$ cat config.mk
export PLATFORM = sky130hd
export DESIGN_NAME = inst_axi_rd_bridge
export DESIGN_NICKNAME = d
export VERILOG_FILES = /design/src/rtl/inst_axi_rd_bridge.sv
export SDC_FILE = /design/constraint.sdc
export NUM_CORES = 1
export LEC_CHECK = 0
export CELL_PAD_IN_SITES_DETAIL_PLACEMENT = 0
export CELL_PAD_IN_SITES_GLOBAL_PLACEMENT = 1
export CORE_AREA = 5 5 108 110
export CTS_CLUSTER_DIAMETER = 120
export DETAILED_ROUTE_END_ITERATION = 7
export DIE_AREA = 0 0 113 115
export HOLD_SLACK_MARGIN = 0.1
export PLACE_DENSITY_LB_ADDON = 0.1
export SLEW_MARGIN = 20
export SYNTH_ARGS = -nofsm -noshare
export SYNTH_HDL_FRONTEND = slang
export SYNTH_SLANG_ARGS = --single-unit
$ cat constraint.sdc
create_clock -name clk -period 4.2 [get_ports clk]
set_input_delay 1.26 -clock clk [delete_from_list [all_inputs] [get_ports clk]]
set_output_delay 1.26 -clock clk [all_outputs]
set_load 0.1 [all_outputs]
$ cat src/rtl/inst_axi_rd_bridge.sv
// Instruction-side read bridge: SRAM-like fetch port to single-beat AXI reads.
// Issues one AR per accepted request and returns R data to fetch in issue order.
module inst_axi_rd_bridge #(
    parameter int unsigned MAX_OUTSTANDING = 2,
    parameter logic [3:0]  ARID_VAL        = 4'd0
) (
    input  logic        clk,
    input  logic        reset,

    // fetch-side SRAM-like port
    input  logic        inst_sram_req,
    input  logic        inst_sram_wr,
    input  logic [1:0]  inst_sram_size,
    input  logic [3:0]  inst_sram_wstrb,
    input  logic [31:0] inst_sram_addr,
    input  logic [31:0] inst_sram_wdata,
    output logic        inst_sram_addr_ok,
    output logic        inst_sram_data_ok,
    output logic [31:0] inst_sram_rdata,

    // AXI AR channel
    output logic [3:0]  arid,
    output logic [31:0] araddr,
    output logic [7:0]  arlen,
    output logic [2:0]  arsize,
    output logic [1:0]  arburst,
    output logic [1:0]  arlock,
    output logic [3:0]  arcache,
    output logic [2:0]  arprot,
    output logic        arvalid,
    input  logic        arready,

    // AXI R channel
    input  logic [3:0]  rid,
    input  logic [31:0] rdata,
    input  logic [1:0]  rresp,
    input  logic        rlast,
    input  logic        rvalid,
    output logic        rready,

    output logic        bus_err
);

    localparam logic [2:0] MaxOut = 3'(MAX_OUTSTANDING);

    logic        arvalid_q, arvalid_d;
    logic [31:0] araddr_q, araddr_d;
    logic [1:0]  arsize_q, arsize_d;
    logic [2:0]  cnt_q, cnt_d;
    logic        bus_err_q, bus_err_d;

    logic can_issue;
    logic addr_ok;
    logic data_ok;

    // Write-side fields, ID and last are meaningless for in-order single-beat reads.
    logic unused_inputs;
    assign unused_inputs = ^{inst_sram_wstrb, inst_sram_wdata, rid, rlast};

    // Handshake decode: a new request may only replace an AR that is leaving this cycle.
    always_comb begin
        can_issue = (cnt_q < MaxOut) & (~arvalid_q | arready);
        addr_ok   = inst_sram_req & ~inst_sram_wr & can_issue;
        rready    = (cnt_q != 3'd0);
        data_ok   = rvalid & rready;
    end

    // Next-state logic for the AR register, outstanding counter and error flag.
    always_comb begin
        arvalid_d = arvalid_q;
        araddr_d  = araddr_q;
        arsize_d  = arsize_q;
        cnt_d     = cnt_q;
        bus_err_d = bus_err_q;

        if (addr_ok) begin
            arvalid_d = 1'b1;
            araddr_d  = inst_sram_addr;
            arsize_d  = inst_sram_size;
        end else if (arvalid_q && arready) begin
            arvalid_d = 1'b0;
        end

        // Accept and return in the same cycle cancel out.
        unique case ({addr_ok, data_ok})
            2'b10:   cnt_d = cnt_q + 3'd1;
            2'b01:   cnt_d = cnt_q - 3'd1;
            default: cnt_d = cnt_q;
        endcase

        if (data_ok && (rresp != 2'b00)) begin
            bus_err_d = 1'b1;
        end
    end

    // State registers with synchronous reset; an in-flight AR is simply dropped.
    always_ff @(posedge clk) begin
        if (reset) begin
            arvalid_q <= 1'b0;
            araddr_q  <= 32'd0;
            arsize_q  <= 2'b10;
            cnt_q     <= 3'd0;
            bus_err_q <= 1'b0;
        end else begin
            arvalid_q <= arvalid_d;
            araddr_q  <= araddr_d;
            arsize_q  <= arsize_d;
            cnt_q     <= cnt_d;
            bus_err_q <= bus_err_d;
        end
    end

    // Output mapping; AR payload comes straight from the held registers.
    always_comb begin
        inst_sram_addr_ok = addr_ok;
        inst_sram_data_ok = data_ok;
        inst_sram_rdata   = rdata;

        arid    = ARID_VAL;
        araddr  = araddr_q;
        arlen   = 8'd0;
        arsize  = {1'b0, arsize_q};
        arburst = 2'b01;
        arlock  = 2'b00;
        arcache = 4'd0;
        arprot  = 3'd0;
        arvalid = arvalid_q;
        bus_err = bus_err_q;
    end

endmodule
======== Word level (Yosys, flattened, before mapping) ========
Cells that the tools add are included.
storage, ports and cells
  flip-flop bits (word level) ............. 39
  logic and storage cells ................. 26
  output and inout bits ................... 95
cells by class
  bitwise logic cells ..................... 7
  $add $sub $neg .......................... 2
  order comparisons ....................... 1
  eq/ne operators ......................... 2
  multiplexer cells ....................... 3
  reductions and logical operators ........ 6
operators by type and width
  operator                                            number
  one-hot mux 3 bit (2 select lines)                  1
  nonzero test 2 bit                                  3
  bitwise AND 1 bit                                   4
  adder 3 x 1 -> 3 bit, second input constant         1
  < comparator 3 x 2 -> 1 bit, second input constant  1
  nonzero test 3 bit                                  1
  subtractor 3 x 1 -> 3 bit, second input constant    1
  == test 2 x 1 -> 1 bit, second input constant       1
  == test 2 bit, second input constant                1
  logical AND 1 bit                                   2
  two-way mux 1 bit                                   2
  NOT 1 bit                                           2
  OR 1 bit                                            1

======== Logic depth before layout (Yosys ltp) ========
  word-level depth ........................ 6
  mapped depth ............................ 8
  gate-level depth less buffers ........... 8

======== Worst setup path after synthesis ========
Ideal clock, no wire load.
  kind .................................... in2out
  from .................................... in arready
  to ...................................... out inst_sram_addr_ok
  slack ................................... 1084 ps
  arrival time ............................ 1856 ps
  cell stages on the path ................. 4
  data required time ...................... 2940 ps
  buffers on the path ..................... 1
  cell sequence ........................... nand2b_4 > nand4b_4 > clkinv_8 > buf_12
between the ends
  longest elaborated chain between the ends .. 3
ends and longest elaborated chain
  item               RTL line  text
  from (decl)        31        input logic arready,
  OR 1 bit           62        can_issue = (cnt_q < MaxOut) & (~arvalid_q | arready);
  bitwise AND 1 bit  62
  bitwise AND 1 bit  63        addr_ok = inst_sram_req & ~inst_sram_wr & can_issue;
  to (decl)          17        output logic inst_sram_addr_ok,
No other way between the ends.

======== Worst setup path in the final report ========
Same ends and word-level chain as after synthesis.

==> results.toml <==
[status]
status = "finished, final reports clean"

[clock_network]
post-cts-setup-buffers = 0
clk_path_buf_depth = 2
numCtsBuffers = 5
cts_hold_buf = 0
worst_skew_pair.late_latency_ns = 0.28
htree_levels = 2
cts_root_buffer = "clkbuf_8"
clkTransAtPathRegs_ns = 0.07
cts_tree = "yes"
cts_num_sinks = 39
cts-resized-gates = 0

[detailed_routing]
drt_iter0_drc = 33
drt-total-wl_um = 4997
vias = 1472
vias_per_cell = 3.522
drtAntennaViolNets = 0
wl_per_cell_um = 11.95
drt_pre_antenna_iters = 4
drc = 0

[yosys]
synthAdderAreaFrac = 0.01448
synth_seq_cells = 39
synth_top_family_by_area = "buffers and inverters"
syn_inst = 234
synth_cell_types = 22
synth_xor_area_frac = 0.007795
netlist_area_sq_um = 2247
ys_seq_area_frac = 0.3474
yosys.area_share.simple = 0.2160
yosysWarnings = 0
synthMuxAreaShare = 0.1514
synth_compound_area_frac = 0.01782
syn_area_per_cell_sq_um = 9.603

[sta]
clock.fmax_mhz = 285.2
final_hold_viol_count = 0
setup_viol = 0
skew_ns = 0.008608
period_share = 0.8348
setup_ws_ns = 0.6938
period_minus_slack_ns = 3.506
worst_pin_slew_ns = 0.9940
grt_setup_unrepaired = "false"
setup_tns_ns = 0
maxSlewHeadroom = 0.3353
drv_slew = 0

[setup_path]
critical-path-max-stage-delay_ns = 0.45
worstSetupEndpointType = "primary output"
cp_max_fo = 3
crit_path_start_kind = "input pin"
crit_family = "buffers and inverters"
path_buf_inv = 3
cp_cell_sequence = "clkdlybuf4s50_1 > nand2b_4 > nand4b_4 > clkinv_8 > buf_12"
path_class = "in -> out"
slowest_stage = "clkdlybuf4s50_1"
arrival_ns = 2.25
worstPathRequired_ns = 2.94

[floorplan]
ioPinCount = 210
start_util = 0.2119
dieWidth_um = 113
fp.dieH_um = 115
design.core.area_sq_um = 10600
fp.dieArea_sq_um = 13000
row_count = 38

[min_path]
hold_class = "reg -> reg"

[pwr]
vdd_ir_drop_max_v = 0.0002540
p_per_area_nw_per_um2 = 554.1
cellLeakagePower_nw = 1.072

[layout]
nFillCells = 1137
diodes = 0
area_growth_pct = 29.06
fin_nets = 394
fin_area_sq_um = 2900
drive_gt1_frac = 0.05396
instances_no_fill = 418

[placement]
dp_hpwl_um = 3389
port_buffers = 80
dp_slack_ns = 0.6801
dp_cells = 410
gp_congestion = 0.6478
post_dp_cell_area_sq_um = 2816

[global_routing]
grtUsageTotal = 0.07568
antenna_found_initial = 0
grt_overflow = 0
grt_pass1_vias = 1545
grt_pass1_wl_um = 7803
grt_max_degree = 74

[job]
cap_violations = 0
[synth_stat cells, drive strengths merged]
| master | instances | share of area |
|---|---|---|
| conb | 2 | 0.0033 |
| nand4b | 1 | 0.011 |
| o21ai | 2 | 0.0045 |
| dfxtp | 39 | 0.35 |
| or3 | 1 | 0.0028 |
| nand2b | 67 | 0.19 |
| buf | 60 | 0.22 |
| ha | 1 | 0.0056 |
| xor2 | 2 | 0.0078 |
| nor2 | 6 | 0.011 |
| clkinv | 1 | 0.0072 |
| nand2 | 1 | 0.0017 |
| o31a | 1 | 0.0045 |
| fa | 1 | 0.0089 |
| mux2i | 34 | 0.15 |
| inv | 4 | 0.0067 |
| a21oi | 4 | 0.0089 |
| clkbuf | 7 | 0.012 |
[stage by stage]
| step | hold WS, ns | power (mW) | utilization |
|---|---|---|---|
| after floorplan | 0.4825 | 1.347 | - |
| after global placement | 0.4386 | 1.380 | 0.2656 |
| after detailed placement | 0.4438 | 1.378 | 0.2656 |
| after CTS | 0.4548 | 1.645 | 0.2733 |
| after global routing | 0.4823 | 1.695 | 0.2735 |
| final | 0.4478 | 1.607 | 0.2735 |
[worst min-delay path: stages, from the launching register on]
cell	delay, ns
dfxtp_1	0.31
inv_1	0.04
a21oi_1	0.05
[per-layer routing]
metal / vias to the layer above / part of all wire / GRT usage
li1: 737 / - / -
met1: 670 / 0.44 / 0.09392
met2: 60 / 0.46 / 0.1157
met3: 5 / 0.091 / 0.03579
met4: 0 / 0.011 / 0.02564
met5: - / 0 / 0
[sequential cells by signal, indices dropped and copies added, names as in the netlist]
register	flops
arsize_q	2
cnt_q	3
arvalid	1
bus_err	1
araddr	32
[layout make-up]
type	count	area, sq um	area share
Timing Repair Buffer	81	825.8	0.2847
Clock inverter	1	5.005	0.001726
Sequential cell	39	780.7	0.2692
Tap cell	140	175.2	0.06040
Multi-Input combinational cell	145	1006	0.3468
Inverter	5	31.28	0.01079
Clock buffer	7	76.32	0.02632
[cells in the final DEF, fill, tap and decap left out, drive strengths merged]
| cell | n |
|---|---|
| a21oi | 4 |
| buf | 4 |
| clkbuf | 7 |
| clkdlybuf4s50 | 77 |
| clkinv | 2 |
| conb | 24 |
| dfxtp | 39 |
| fa | 1 |
| ha | 1 |
| inv | 4 |
| mux2i | 34 |
| nand2 | 1 |
| nand2b | 67 |
| nand4b | 1 |
| nor2 | 6 |
| o21ai | 2 |
| o31a | 1 |
| or3 | 1 |
| xor2 | 2 |
[power breakdown]
part | leakage, nW | switching [mW] | internal, mW
Combinational | 0.711 | 0.665 | 0.236
Clock | 0.0422 | 0.131 | 0.117
Sequential | 0.319 | 0.0335 | 0.425
Total | 1.07 | 0.829 | 0.778
[final timing paths]
kind                            startpoint                 to  slack [ns]  cells after the start
worst max-delay path               arready  inst_sram_addr_ok        0.69                      5
worst min-delay path               bus_err            bus_err        0.45                      2
worst max register to register    cnt_q[2]           cnt_q[2]        2.31                      8
worst min register to register     bus_err            bus_err        0.45                      2
[cells by family (layout without fill, tap and decap cells)]
logic type               after synthesis  after routing
other                                  2             24
multiplexers                          34             34
buffers and inverters                 72             94
XOR/XNOR                               2              2
flip-flops                            39             39
adder cells (fa/ha/maj)                2              2
AND/OR/NAND/NOR                       76             76
AO/OA/AOI/OAI                          7              7
Power figures use the tool's default switching activity.
